<file path="config.mk">
export PLATFORM = sky130hd
export DESIGN_NAME = alu_mul_seq_flat
export DESIGN_NICKNAME = d
export VERILOG_FILES = /design/src/rtl/rv32ima_pkg.sv /design/src/rtl/alu_if.sv /design/src/rtl/alu.sv /design/src/rtl/alu_mul_seq.sv /design/src/flat_wrapper.sv
export SDC_FILE = /design/constraint.sdc
export NUM_CORES = 1
export LEC_CHECK = 0
export CORE_ASPECT_RATIO = 0.7
export CORE_MARGIN = 2
export CORE_UTILIZATION = 46
export DETAILED_ROUTE_END_ITERATION = 6
export PLACE_DENSITY = 0.78
export SYNTH_ARGS = -nofsm -noshare
export SYNTH_HDL_FRONTEND = slang
export SYNTH_SLANG_ARGS = --single-unit
</file>
<file path="constraint.sdc">
create_clock -name clk -period 6.25 [get_ports clk]
set_input_delay 0.9375 -clock clk [delete_from_list [all_inputs] [get_ports clk]]
set_output_delay 0.9375 -clock clk [all_outputs]
set_load 0.03 [all_outputs]
</file>
<file path="src/rtl/rv32ima_pkg.sv">
// Shared RV32IMA types: operand width, ALU operation codes and M-extension
// multiply operation codes (encoded as funct3[1:0]).
package rv32ima_pkg;

  localparam int unsigned BIT_WIDTH = 32;

  typedef enum logic [2:0] {
    ALU_ADD = 3'd0,
    ALU_SUB = 3'd1,
    ALU_AND = 3'd2,
    ALU_OR  = 3'd3,
    ALU_XOR = 3'd4
  } ALUOP_t;

  typedef enum logic [1:0] {
    MUL    = 2'b00,
    MULH   = 2'b01,
    MULHSU = 2'b10,
    MULHU  = 2'b11
  } MULOP_t;

endpackage

</file>
<file path="src/rtl/alu_if.sv">
// ALU connection bundle.
//   tb  : the client side (the sequential multiplier) drives alu_op/in1/in2 and
//         samples out/carry only.
//   alu : the ALU side drives out and all flags.
interface alu_if;
  import rv32ima_pkg::*;

  ALUOP_t               alu_op;
  logic [BIT_WIDTH-1:0] in1;
  logic [BIT_WIDTH-1:0] in2;
  logic [BIT_WIDTH-1:0] out;
  logic                 carry;
  logic                 zero;
  logic                 neg;
  logic                 overflow;

  modport tb  (output alu_op, in1, in2, input out, carry);
  modport alu (input alu_op, in1, in2, output out, carry, zero, neg, overflow);
endinterface

</file>
<file path="src/rtl/alu.sv">
// Combinational shared ALU.
// Ports: bus (alu_if.alu) -- alu_op/in1/in2 in; out, carry, zero, neg, overflow out.
// carry is the unsigned carry-out for ADD and the not-borrow for SUB.
module alu
  import rv32ima_pkg::*;
(
  alu_if.alu bus
);

  logic [BIT_WIDTH:0]   sum_c;
  logic [BIT_WIDTH-1:0] res_c;
  logic                 carry_c;
  logic                 ovf_c;

  // Operation decode; one wide adder serves both ADD and SUB.
  always_comb begin
    sum_c   = '0;
    res_c   = '0;
    carry_c = 1'b0;
    ovf_c   = 1'b0;
    case (bus.alu_op)
      ALU_ADD: begin
        sum_c   = {1'b0, bus.in1} + {1'b0, bus.in2};
        res_c   = sum_c[BIT_WIDTH-1:0];
        carry_c = sum_c[BIT_WIDTH];
        ovf_c   = (bus.in1[BIT_WIDTH-1] == bus.in2[BIT_WIDTH-1]) &&
                  (res_c[BIT_WIDTH-1] != bus.in1[BIT_WIDTH-1]);
      end
      ALU_SUB: begin
        sum_c   = {1'b0, bus.in1} + {1'b0, ~bus.in2} + (BIT_WIDTH+1)'(1);
        res_c   = sum_c[BIT_WIDTH-1:0];
        carry_c = sum_c[BIT_WIDTH];
        ovf_c   = (bus.in1[BIT_WIDTH-1] != bus.in2[BIT_WIDTH-1]) &&
                  (res_c[BIT_WIDTH-1] != bus.in1[BIT_WIDTH-1]);
      end
      ALU_AND: res_c = bus.in1 & bus.in2;
      ALU_OR:  res_c = bus.in1 | bus.in2;
      ALU_XOR: res_c = bus.in1 ^ bus.in2;
      default: res_c = '0;
    endcase
  end

  assign bus.out      = res_c;
  assign bus.carry    = carry_c;
  assign bus.zero     = (res_c == '0);
  assign bus.neg      = res_c[BIT_WIDTH-1];
  assign bus.overflow = ovf_c;

endmodule

</file>
<file path="src/rtl/alu_mul_seq.sv">
// Sequential 32x32 shift-add multiplier (RV32M MUL/MULH/MULHSU/MULHU) that
// does all arithmetic through a shared external ALU.
// Ports:
//   clk, rst                      clock, asynchronous active-high reset
//   req_valid/req_ready           request handshake (ready only in IDLE)
//   req_op, req_a, req_b          operation and operands (rs1, rs2)
//   resp_valid/resp_ready         response handshake, result held until taken
//   resp_result, resp_err         result word, illegal-op flag
//   alu (alu_if.tb)               drives alu_op/in1/in2, samples out/carry
// Macro ALU_MUL_SEQ_SIGNED_EN: when defined, MULH/MULHSU are computed with two
// signed-correction subtractions; when undefined they return resp_err=1.
module alu_mul_seq
  import rv32ima_pkg::*;
(
  input  logic                 clk,
  input  logic                 rst,
  input  logic                 req_valid,
  output logic                 req_ready,
  input  MULOP_t               req_op,
  input  logic [BIT_WIDTH-1:0] req_a,
  input  logic [BIT_WIDTH-1:0] req_b,
  output logic                 resp_valid,
  input  logic                 resp_ready,
  output logic [BIT_WIDTH-1:0] resp_result,
  output logic                 resp_err,
  alu_if.tb                    alu
);

  localparam int unsigned CNT_W = 5;

  typedef enum logic [2:0] {
    IDLE   = 3'd0,
    ITER   = 3'd1,
    CORR_A = 3'd2,
    CORR_B = 3'd3,
    DONE   = 3'd4
  } state_t;

  state_t               state_q, state_d;
  logic [CNT_W-1:0]     cnt_q, cnt_d;
  logic [BIT_WIDTH-1:0] hi_q, hi_d;
  logic [BIT_WIDTH-1:0] lo_q, lo_d;
  logic [BIT_WIDTH-1:0] mcand_q, mcand_d;
  MULOP_t               op_q, op_d;
  logic                 req_ready_q, req_ready_d;
  logic                 resp_valid_q, resp_valid_d;
  logic [BIT_WIDTH-1:0] resp_result_q, resp_result_d;
  logic                 resp_err_q, resp_err_d;
`ifdef ALU_MUL_SEQ_SIGNED_EN
  logic [BIT_WIDTH-1:0] corr_a_q, corr_a_d;
  logic [BIT_WIDTH-1:0] corr_b_q, corr_b_d;
`endif

  // ALU operand steering; kept apart from next-state logic so the ALU
  // round trip is not seen as a loop through one process.
  always_comb begin
    alu.alu_op = ALU_ADD;
    alu.in1    = '0;
    alu.in2    = '0;
    case (state_q)
      ITER: begin
        alu.in1 = hi_q;
        alu.in2 = lo_q[0] ? mcand_q : '0;
      end
`ifdef ALU_MUL_SEQ_SIGNED_EN
      CORR_A: begin
        alu.alu_op = ALU_SUB;
        alu.in1    = hi_q;
        alu.in2    = corr_a_q;
      end
      CORR_B: begin
        alu.alu_op = ALU_SUB;
        alu.in1    = hi_q;
        alu.in2    = corr_b_q;
      end
`endif
      default: ;
    endcase
  end

  // Next-state and datapath update.
  always_comb begin
    state_d       = state_q;
    cnt_d         = cnt_q;
    hi_d          = hi_q;
    lo_d          = lo_q;
    mcand_d       = mcand_q;
    op_d          = op_q;
    resp_valid_d  = resp_valid_q;
    resp_result_d = resp_result_q;
    resp_err_d    = resp_err_q;
`ifdef ALU_MUL_SEQ_SIGNED_EN
    corr_a_d      = corr_a_q;
    corr_b_d      = corr_b_q;
`endif
    case (state_q)
      IDLE: begin
        if (req_valid) begin
          mcand_d = req_a;
          hi_d    = '0;
          lo_d    = req_b;
          cnt_d   = '0;
          op_d    = req_op;
`ifdef ALU_MUL_SEQ_SIGNED_EN
          // Signed high word = unsigned high word minus these two terms.
          corr_a_d = req_a[BIT_WIDTH-1] ? req_b : '0;
          corr_b_d = (req_op == MULH && req_b[BIT_WIDTH-1]) ? req_a : '0;
          state_d  = ITER;
`else
          if (req_op == MULH || req_op == MULHSU) begin
            state_d       = DONE;
            resp_valid_d  = 1'b1;
            resp_result_d = '0;
            resp_err_d    = 1'b1;
          end else begin
            state_d = ITER;
          end
`endif
        end
      end
      ITER: begin
        // Shift {carry, sum, lo} right by one; the sum's LSB enters lo.
        hi_d  = {alu.carry, alu.out[BIT_WIDTH-1:1]};
        lo_d  = {alu.out[0], lo_q[BIT_WIDTH-1:1]};
        cnt_d = cnt_q + CNT_W'(1);
        if (cnt_q == CNT_W'(BIT_WIDTH - 1)) begin
`ifdef ALU_MUL_SEQ_SIGNED_EN
          if (op_q == MULH || op_q == MULHSU) begin
            state_d = CORR_A;
          end else begin
            state_d       = DONE;
            resp_valid_d  = 1'b1;
            resp_result_d = (op_q == MUL) ? lo_d : hi_d;
            resp_err_d    = 1'b0;
          end
`else
          state_d       = DONE;
          resp_valid_d  = 1'b1;
          resp_result_d = (op_q == MUL) ? lo_d : hi_d;
          resp_err_d    = 1'b0;
`endif
        end
      end
`ifdef ALU_MUL_SEQ_SIGNED_EN
      CORR_A: begin
        hi_d    = alu.out;
        state_d = CORR_B;
      end
      CORR_B: begin
        hi_d          = alu.out;
        state_d       = DONE;
        resp_valid_d  = 1'b1;
        resp_result_d = alu.out;
        resp_err_d    = 1'b0;
      end
`endif
      DONE: begin
        if (resp_ready) begin
          state_d      = IDLE;
          resp_valid_d = 1'b0;
        end
      end
      default: state_d = IDLE;
    endcase
    req_ready_d = (state_d == IDLE);
  end

  // State and datapath registers.
  always_ff @(posedge clk or posedge rst) begin
    if (rst) begin
      state_q       <= IDLE;
      cnt_q         <= '0;
      hi_q          <= '0;
      lo_q          <= '0;
      mcand_q       <= '0;
      op_q          <= MUL;
      req_ready_q   <= 1'b1;
      resp_valid_q  <= 1'b0;
      resp_result_q <= '0;
      resp_err_q    <= 1'b0;
`ifdef ALU_MUL_SEQ_SIGNED_EN
      corr_a_q      <= '0;
      corr_b_q      <= '0;
`endif
    end else begin
      state_q       <= state_d;
      cnt_q         <= cnt_d;
      hi_q          <= hi_d;
      lo_q          <= lo_d;
      mcand_q       <= mcand_d;
      op_q          <= op_d;
      req_ready_q   <= req_ready_d;
      resp_valid_q  <= resp_valid_d;
      resp_result_q <= resp_result_d;
      resp_err_q    <= resp_err_d;
`ifdef ALU_MUL_SEQ_SIGNED_EN
      corr_a_q      <= corr_a_d;
      corr_b_q      <= corr_b_d;
`endif
    end
  end

  assign req_ready   = req_ready_q;
  assign resp_valid  = resp_valid_q;
  assign resp_result = resp_result_q;
  assign resp_err    = resp_err_q;

endmodule

</file>
<file path="src/flat_wrapper.sv">
// flat-port wrapper written by rule: the top's interface ports become plain ports
module alu_mul_seq_flat import rv32ima_pkg::*;
  (clk, rst, req_valid, req_ready, req_op, req_a, req_b, resp_valid, resp_ready, resp_result, resp_err, alu_alu_op, alu_in1, alu_in2, alu_out, alu_carry);
  alu_if alu_i ();
  input  logic clk;
  input  logic rst;
  input  logic req_valid;
  output logic req_ready;
  input  MULOP_t req_op;
  input  logic [BIT_WIDTH-1:0] req_a;
  input  logic [BIT_WIDTH-1:0] req_b;
  output logic resp_valid;
  input  logic resp_ready;
  output logic [BIT_WIDTH-1:0] resp_result;
  output logic resp_err;
  output wire logic [$bits(alu_i.alu_op)-1:0] alu_alu_op;
  output wire logic [$bits(alu_i.in1)-1:0] alu_in1;
  output wire logic [$bits(alu_i.in2)-1:0] alu_in2;
  input wire logic [$bits(alu_i.out)-1:0] alu_out;
  input wire logic [$bits(alu_i.carry)-1:0] alu_carry;
  assign alu_alu_op = alu_i.alu_op;
  assign alu_in1 = alu_i.in1;
  assign alu_in2 = alu_i.in2;
  assign alu_i.out = alu_out;
  assign alu_i.carry = alu_carry;
  alu_mul_seq u_core (.clk(clk), .rst(rst), .req_valid(req_valid), .req_ready(req_ready), .req_op(req_op), .req_a(req_a), .req_b(req_b), .resp_valid(resp_valid), .resp_ready(resp_ready), .resp_result(resp_result), .resp_err(resp_err), .alu(alu_i));
endmodule
</file>
== After elaboration in Yosys (flattened, before gate mapping) ==
Index checks and enable logic that the tools add are counted.
Word-level totals
  bits in registers: 141
  latch bits: 0
  memory bits (writable): 0
  ROM bits: 0
  bits of input ports: 103
  output and inout bits: 102
  logic and storage cells: 56
  memories: 0
Operators by class
  add/sub/neg operators: 1
  multipliers: 0
  div/mod/pow operators: 0
  order comparisons: 0
  equal/unequal tests: 9
  shift-type cells: 0
  multiplexer cells: 26
  bitwise operators: 0
  reductions and logical operators: 10
Operators by type and width (number)
  two-way mux 32 bit: 9
  case mux 32 bit (2 select lines): 3
  two-way mux 3 bit: 4
  case mux 5 bit (2 select lines): 1
  case mux 3 bit (3 select lines): 1
  logical NOT 3 bit: 2
  adder 5 x 1 -> 5 bit (second input constant): 1
  == test 5 bit (second input constant): 1
  two-way mux 1 bit: 5
  two-way mux 5 bit: 1
  AND reduction 5 bit: 1
  inequality test 2 x 1 -> 1 bit (second input constant): 2
  inequality test 2 bit (second input constant): 2
  AND reduction 2 bit: 2
  AND reduction 4 bit: 1
  == test 3 x 1 -> 1 bit (second input constant): 1
  == test 3 bit (second input constant): 1
  case mux 1 bit (3 select lines): 1
  nonzero test 3 bit: 1
  == test 2 x 1 -> 1 bit (second input constant): 1
  == test 2 bit (second input constant): 1
  logical NOT 2 bit: 1
  case mux 1 bit (2 select lines): 1
  nonzero test 2 bit: 1
  logical OR 1 bit: 1

== Longest topological paths before layout ==
Gate-level depths: netlist (run 1).
  depth after elaboration: 6
  mapped depth: 8
  mapped depth without buffers: 6

== Least setup slack after synthesis (run 1) ==
Ideal clock, no wire load.
  path kind: register to output
  start point: register u_core.state_q[1]
  end point: output alu_in1[22]
  arrival: 1.486 ns
  data required time: 5.312 ns
  path slack: 3.827 ns
  cell stages (with the launch flop): 5
  path buffers: 2
  cells stage by stage: dfrtp_1 -> nor3b_2 -> buf_2 -> clkbuf_1 -> and2_1
On the way
  word-level cells in the longest chain between the ends: 2
RTL lines
  start: declaration: RTL line alu_mul_seq.sv:39  | state_t state_q, state_d;
  start signal: assignment: RTL line alu_mul_seq.sv:186  | state_q <= state_d;
  == test 3 x 1 -> 1 bit: RTL line alu_mul_seq.sv:60  | case (state_q)
  two-way mux 32 bit: RTL line alu_mul_seq.sv:60
  end: declaration: RTL line flat_wrapper.sv:17  | output wire logic [$bits(alu_i.in1)-1:0] alu_in1;
No other way between the ends.

== Worst setup path after layout (run 1) ==
  start point: register u_core.state_q[0]
  end point: output alu_in2[13]
On the way
  word-level cells in the longest chain between the ends: 2
RTL lines
  == test 3 x 1 -> 1 bit: RTL line alu_mul_seq.sv:60
  two-way mux 32 bit: RTL line alu_mul_seq.sv:60
  end: declaration: RTL line flat_wrapper.sv:18  | output wire logic [$bits(alu_i.in2)-1:0] alu_in2;
No other way between the ends.

==> results.toml, run 1 <==
[sta]
rsz0062_at_grt = "no"
fmax_mhz = 247
setup_viol = 0
maxSlewHeadroom_pct = 35.3
slew_viol_final = 0
min_period_over_period_pct = 64.9
tightest_slew_ps = 969
fin_hold_ws_ps = 498
fin_setup_tns_ps = 0
finalHoldViolCount = 0
finalClockSkew_ps = 11.2
worst_slack_ps = 2190
min_period_ps = 4060

[critical_path]
worstPathArrival_ps = 3120
crit_required_ps = 5310
reg2reg_setup_slack_ps = 3810
startpoint_type = "flop"
worstPathMaxFanout = 65
crit_path_end_kind = "output pin"
worstSetupPathType = "reg2out"

[drt]
antenna_left = 0
dr_total_vias = 5044
routed_wl_um = 17100
first_pass_iters = 4
via_per_inst = 5.58
drt_iter0_markers = 306
drcViolationCount = 0
avgRoutedWirePerCell_um = 18.9

[die]
die_x_um = 144
rows = 35
die_area_um2 = 14700
die_h_um = 102
core_um2 = 13300
io_pins = 205
start_util_pct = 47.6

[pwr]
p_leak_uw = 0.00391
peakVddDrop_mv = 0.239
p_per_area_nw_per_um2 = 311

[clock_network]
cts_root_buf = "clkbuf_16"
cts_tree = "yes"
ctsResizeCount = 0
cts.sinks = 141
htreeDepth = 4
path_clk_slew_ps = 60
clock_path_buffers = 2
holdBufCountCts = 0
cts_buffers = 17
cts_setup_buffers = 0
clkLatencyLatePin_ps = 420

[global_route]
antenna_found_initial = 0
grt_max_degree = 97
track_usage_pct = 23.7
grt_pass1_wl_um = 26900
overflow = 0
grt_pass1_vias = 5148

[synth]
synth_top_family_by_area = "compound AO/OA/AOI/OAI gates"
synthSimpleGateAreaFrac_pct = 10.8
synth_xor_area_share_pct = 0.139
synthFlopType = "dfrtp_1"
synth_area_um2 = 6310
synth_adder_area_share_pct = 0.595
yosys_warnings = 0
avgSynthCellArea_um2 = 12.0
synth_compound_area_share_pct = 17.2
synth.distinct_cells = 35
synthCells = 528
synth_seq_cells = 141
synth_edf_count = 0
seq_area_frac_synth_pct = 55.9
synthMuxAreaShare_pct = 11.1
async_reset_ff_share_pct = 100

[run_status]
status = "finished clean"

[placement]
gp_congestion = 0.783
place_hpwl_um = 11100
dpl_cell_area_um2 = 8420
io_buffers = 201
post-place-ws_ps = 2620

[final_layout]
nFillCells = 967
diodes = 0
syn2layout_area_growth_pct = 43.8
drive_gt1_share_pct = 11.5
finalInstanceArea_um2 = 9080
finish.utilization_pct = 68.4
nets = 812

[worst_hold_path]
hold_path_class = "reg2reg"

[flow_run]
maxCapViolCount = 0
## cell families after synthesis
group	after synthesis
AOI/OAI and AO/OA	140
buffers and inverters	55
muxes	66
other	1
xor gates and xnor gates	1
and+or+nand+nor	121
adders and majority gates	3
DFF	141
## critical path, cell delays in order (launching register included)
cell and delay, ps:
dfrtp_2 940, nor3b_4 320, buf_4 490, and3_1 240, clkdlybuf4s50_1 690
## layer usage
layer	track usage [%]	wire (um)	vias up
li1	-	-	2309
met1	32.4	7620	2543
met2	37.1	7980	166
met3	7.17	1240	26
met4	7.01	290	0
met5	0	0	-
## cells in the final DEF (no fill, tap or decap), types with 8 or more instances in the layout
cell type	netlist	final
clkbuf_16	0	17
a22oi_1	31	31
mux2i_1	32	32
o2bb2ai_1	31	31
and2_1	33	33
clkdlybuf4s50_1	0	201
nand2_1	34	34
and3_1	34	34
dfrtp_1	140	139
buf_4	9	8
a22o_1	34	34
mux2_2	34	34
o22ai_1	32	32
## synth_stat cells (8+ instances only)
cell | number | area [um2]
mux2_2 | 34 | 383
dfrtp_1 | 140 | 3500
o22ai_1 | 32 | 200
a22oi_1 | 31 | 233
mux2i_1 | 32 | 320
clkbuf_1 | 26 | 97.6
buf_4 | 9 | 67.6
nor2_1 | 8 | 30.0
a22o_1 | 34 | 298
o2bb2ai_1 | 31 | 272
and3_1 | 34 | 213
and2_1 | 33 | 206
nand2_1 | 34 | 128
buf_2 | 18 | 90.1
## state kept, by name, indices dropped and copies added (netlist names)
| register | count |
|---|---|
| u_core.cnt_q | 5 |
| u_core.hi_q | 32 |
| u_core.lo_q | 32 |
| u_core.mcand_q | 32 |
| u_core.op_q | 2 |
| u_core.req_ready | 1 |
| u_core.resp_err | 1 |
| u_core.resp_result | 32 |
| u_core.resp_valid | 1 |
| u_core.state_q | 3 |
## layout make-up
class,count,area (um2),area share [%]
well taps,185,231,2.55
flip-flops and latches,141,3530,38.9
clock buffers,19,443,4.88
repair buffers,209,2070,22.8
clock inverters,13,213,2.34
inverters,2,12.5,0.138
multi-input cells,335,2570,28.4
## through the flow
| step | cells | power [uW] |
|---|---|---|
| finish | 904 | 2820 |
| CTS | 904 | 2840 |
| floorplan | 531 | 1510 |
| detailed placement | 872 | 1710 |
| global route | 904 | 2940 |
| global placement | 872 | 1690 |
## power breakdown
group	total, uW	leakage, uW	internal [uW]	switching (uW)
sequential	1200	0.00181	1070	129
combinational	502	0.00179	268	234
clock	1120	0.000310	721	403
## final timing paths
path	cells past startpoint	from	end
max	4	u_core.state_q[0]	alu_in2[13]
max in group asynchronous	3	rst	u_core.state_q[0]
max reg2reg	5	u_core.state_q[0]	u_core.resp_result[25]
min	1	u_core.hi_q[3]	u_core.hi_q[3]
min in group asynchronous	2	rst	u_core.hi_q[24]
min reg2reg	1	u_core.hi_q[3]	u_core.hi_q[3]
(Power assumes the default switching activity.)
==> run 2: changes to the inputs <==
==> constraint.sdc (replaced) <==
create_clock -name clk -period 3.91 [get_ports clk]
set_input_delay 0.5865 -clock clk [delete_from_list [all_inputs] [get_ports clk]]
set_output_delay 0.5865 -clock clk [all_outputs]
set_load 0.03 [all_outputs]
==> results.toml, run 2 (synthesized netlist as in run 1, its figures left out) <==
[critical_path]
startpoint = "u_core.state_q[1]"
timing.rr.end = "u_core.resp_result[12]"
reg2reg_setup_slack_ps = 1530
worstPathArrival_ps = 2620
worstSetupPathType = "reg2out"
slowest_delay_ps = 670
crit_required_ps = 3320
cp_num_cells = 4
crit_path_end_kind = "output pin"
r2r_start = "u_core.cnt_q[0]"
worst-path-buf-inv = 2
startpoint_type = "flop"
cp_top_family = "buffers and inverters"
cpMaxStageDelayCell = "clkdlybuf4s50_1"
worstPathCellList = "nor3b_4 > buf_4 > and3_1 > clkdlybuf4s50_1"
rr_worst_depth = 6
worstPathMaxFanout = 55
cp-endpoint = "alu_in2[29]"

[clock_network]
cts_buffers = 17
path_clk_slew_ps = 60
clock_path_buffers = 2
cts_setup_buffers = 0
cts_root_buf = "clkbuf_16"
htreeDepth = 4
cts.sinks = 141
ctsResizeCount = 0
cts_tree = "yes"
holdBufCountCts = 0
clkLatencyLatePin_ps = 420

[sta]
fin_setup_tns_ps = 0
setup_viol = 0
rsz0062_at_grt = "no"
fmax_mhz = 312
min_period_over_period_pct = 82.1
finalClockSkew_ps = 13.6
min_period_ps = 3210
slew_viol_final = 0
finalHoldViolCount = 0
tightest_slew_ps = 948
maxSlewHeadroom_pct = 36.7

[die]
die_h_um = 102
die_x_um = 144
core_um2 = 13300
start_util_pct = 47.6
rows = 35
io_pins = 205
die_area_um2 = 14700

[final_layout]
final_common_cell = "clkdlybuf4s50_1"
syn2layout_area_growth_pct = 43.6
multi_input_area_um2 = 2570
final_cell_mix = "clkdlybuf4s50_1 (201), dfrtp_1 (139)"
drive_gt1_share_pct = 11.8
diodes = 0
nets = 815
nFillCells = 991
seqCellArea_um2 = 3530

[global_route]
grt_pass1_wl_um = 27400
antenna_found_initial = 0
track_usage_pct = 24.1
grt_pass1_vias = 5124
overflow = 0
grt_max_degree = 80

[pwr]
p_total_uw = 4380
p_seq_share_pct = 43.3
p_sw_share_pct = 28.1
p_leak_uw = 0.00390
p_per_area_nw_per_um2 = 483
p_int_uw = 3150
peakVddDrop_mv = 0.362
combPwrFrac_pct = 18.9
p_switching_uw = 1230
power_frac_clock_pct = 37.8

[worst_hold_path]
hold_path_class = "reg2reg"
holdCritStartpoint = "u_core.hi_q[26]"

[placement]
gp_congestion = 0.854
io_buffers = 201
place_hpwl_um = 11300

[drt]
drcViolationCount = 0
routed_wl_um = 17400
avgRoutedWirePerCell_um = 19.2
via_per_inst = 5.53
drt_iter0_markers = 374
antenna_left = 0
dr_total_vias = 5017
first_pass_iters = 4

[flow_run]
maxCapViolCount = 0

[run_status]
status = "finished clean"
run 2: power by group through the flow:
stage	clock [uW]	combinational (uW)	sequential [uW]
floorplan	0	532	1880
finish	1650	828	1900
global placement	0	808	1900
global route	1740	896	1930
detailed placement	0	832	1920
CTS	1680	838	1890
run 2: layout make-up:
cell class	count	share of cell area, %
clock buffers	19	4.78
clock inverters	13	1.82
inverters	2	0.124
multi-input cells	335	28.4
flip-flops and latches	141	39.0
well taps	185	2.55
repair buffers	212	23.4
run 2: metal layers:
metal	vias up	part of all wire (%)	GRT usage [%]
li1	2313	-	-
met1	2522	47	34.1
met2	157	45	36.2
met3	25	5.9	6.14
met4	0	2.1	9.13
met5	-	0	0
run 2: worst register-to-register path: stages (launching register included):
cell       delay (ps)
dfrtp_1           400
ha_1              190
and3_1            200
ha_1              240
nand4bb_4         750
nand2_1           330
o22ai_1           110
run 2: worst min path at each step:
stage | cells after the start | slack (ps) | end
after floorplan | 1 | 460 | u_core.cnt_q[2]
after global placement | 1 | 480 | u_core.hi_q[3]
after detailed placement | 1 | 480 | u_core.hi_q[25]
final | 1 | 500 | u_core.hi_q[26]
after CTS | 1 | 500 | u_core.hi_q[7]
after global routing | 1 | 510 | u_core.mcand_q[20]
run 2: per-stage QoR:
stage | setup slack, ps | cells | area, um2 | util [%] | hold WS (ps)
floorplan | 1560 | 531 | 6330 | - | 464
global placement | 1240 | 875 | 8470 | 63.8 | 479
detailed placement | 1160 | 875 | 8470 | 63.8 | 483
CTS | 686 | 907 | 9060 | 68.3 | 501
global route | 593 | 907 | 9060 | 68.3 | 510
finish | 700 | 907 | 9060 | 68.3 | 498
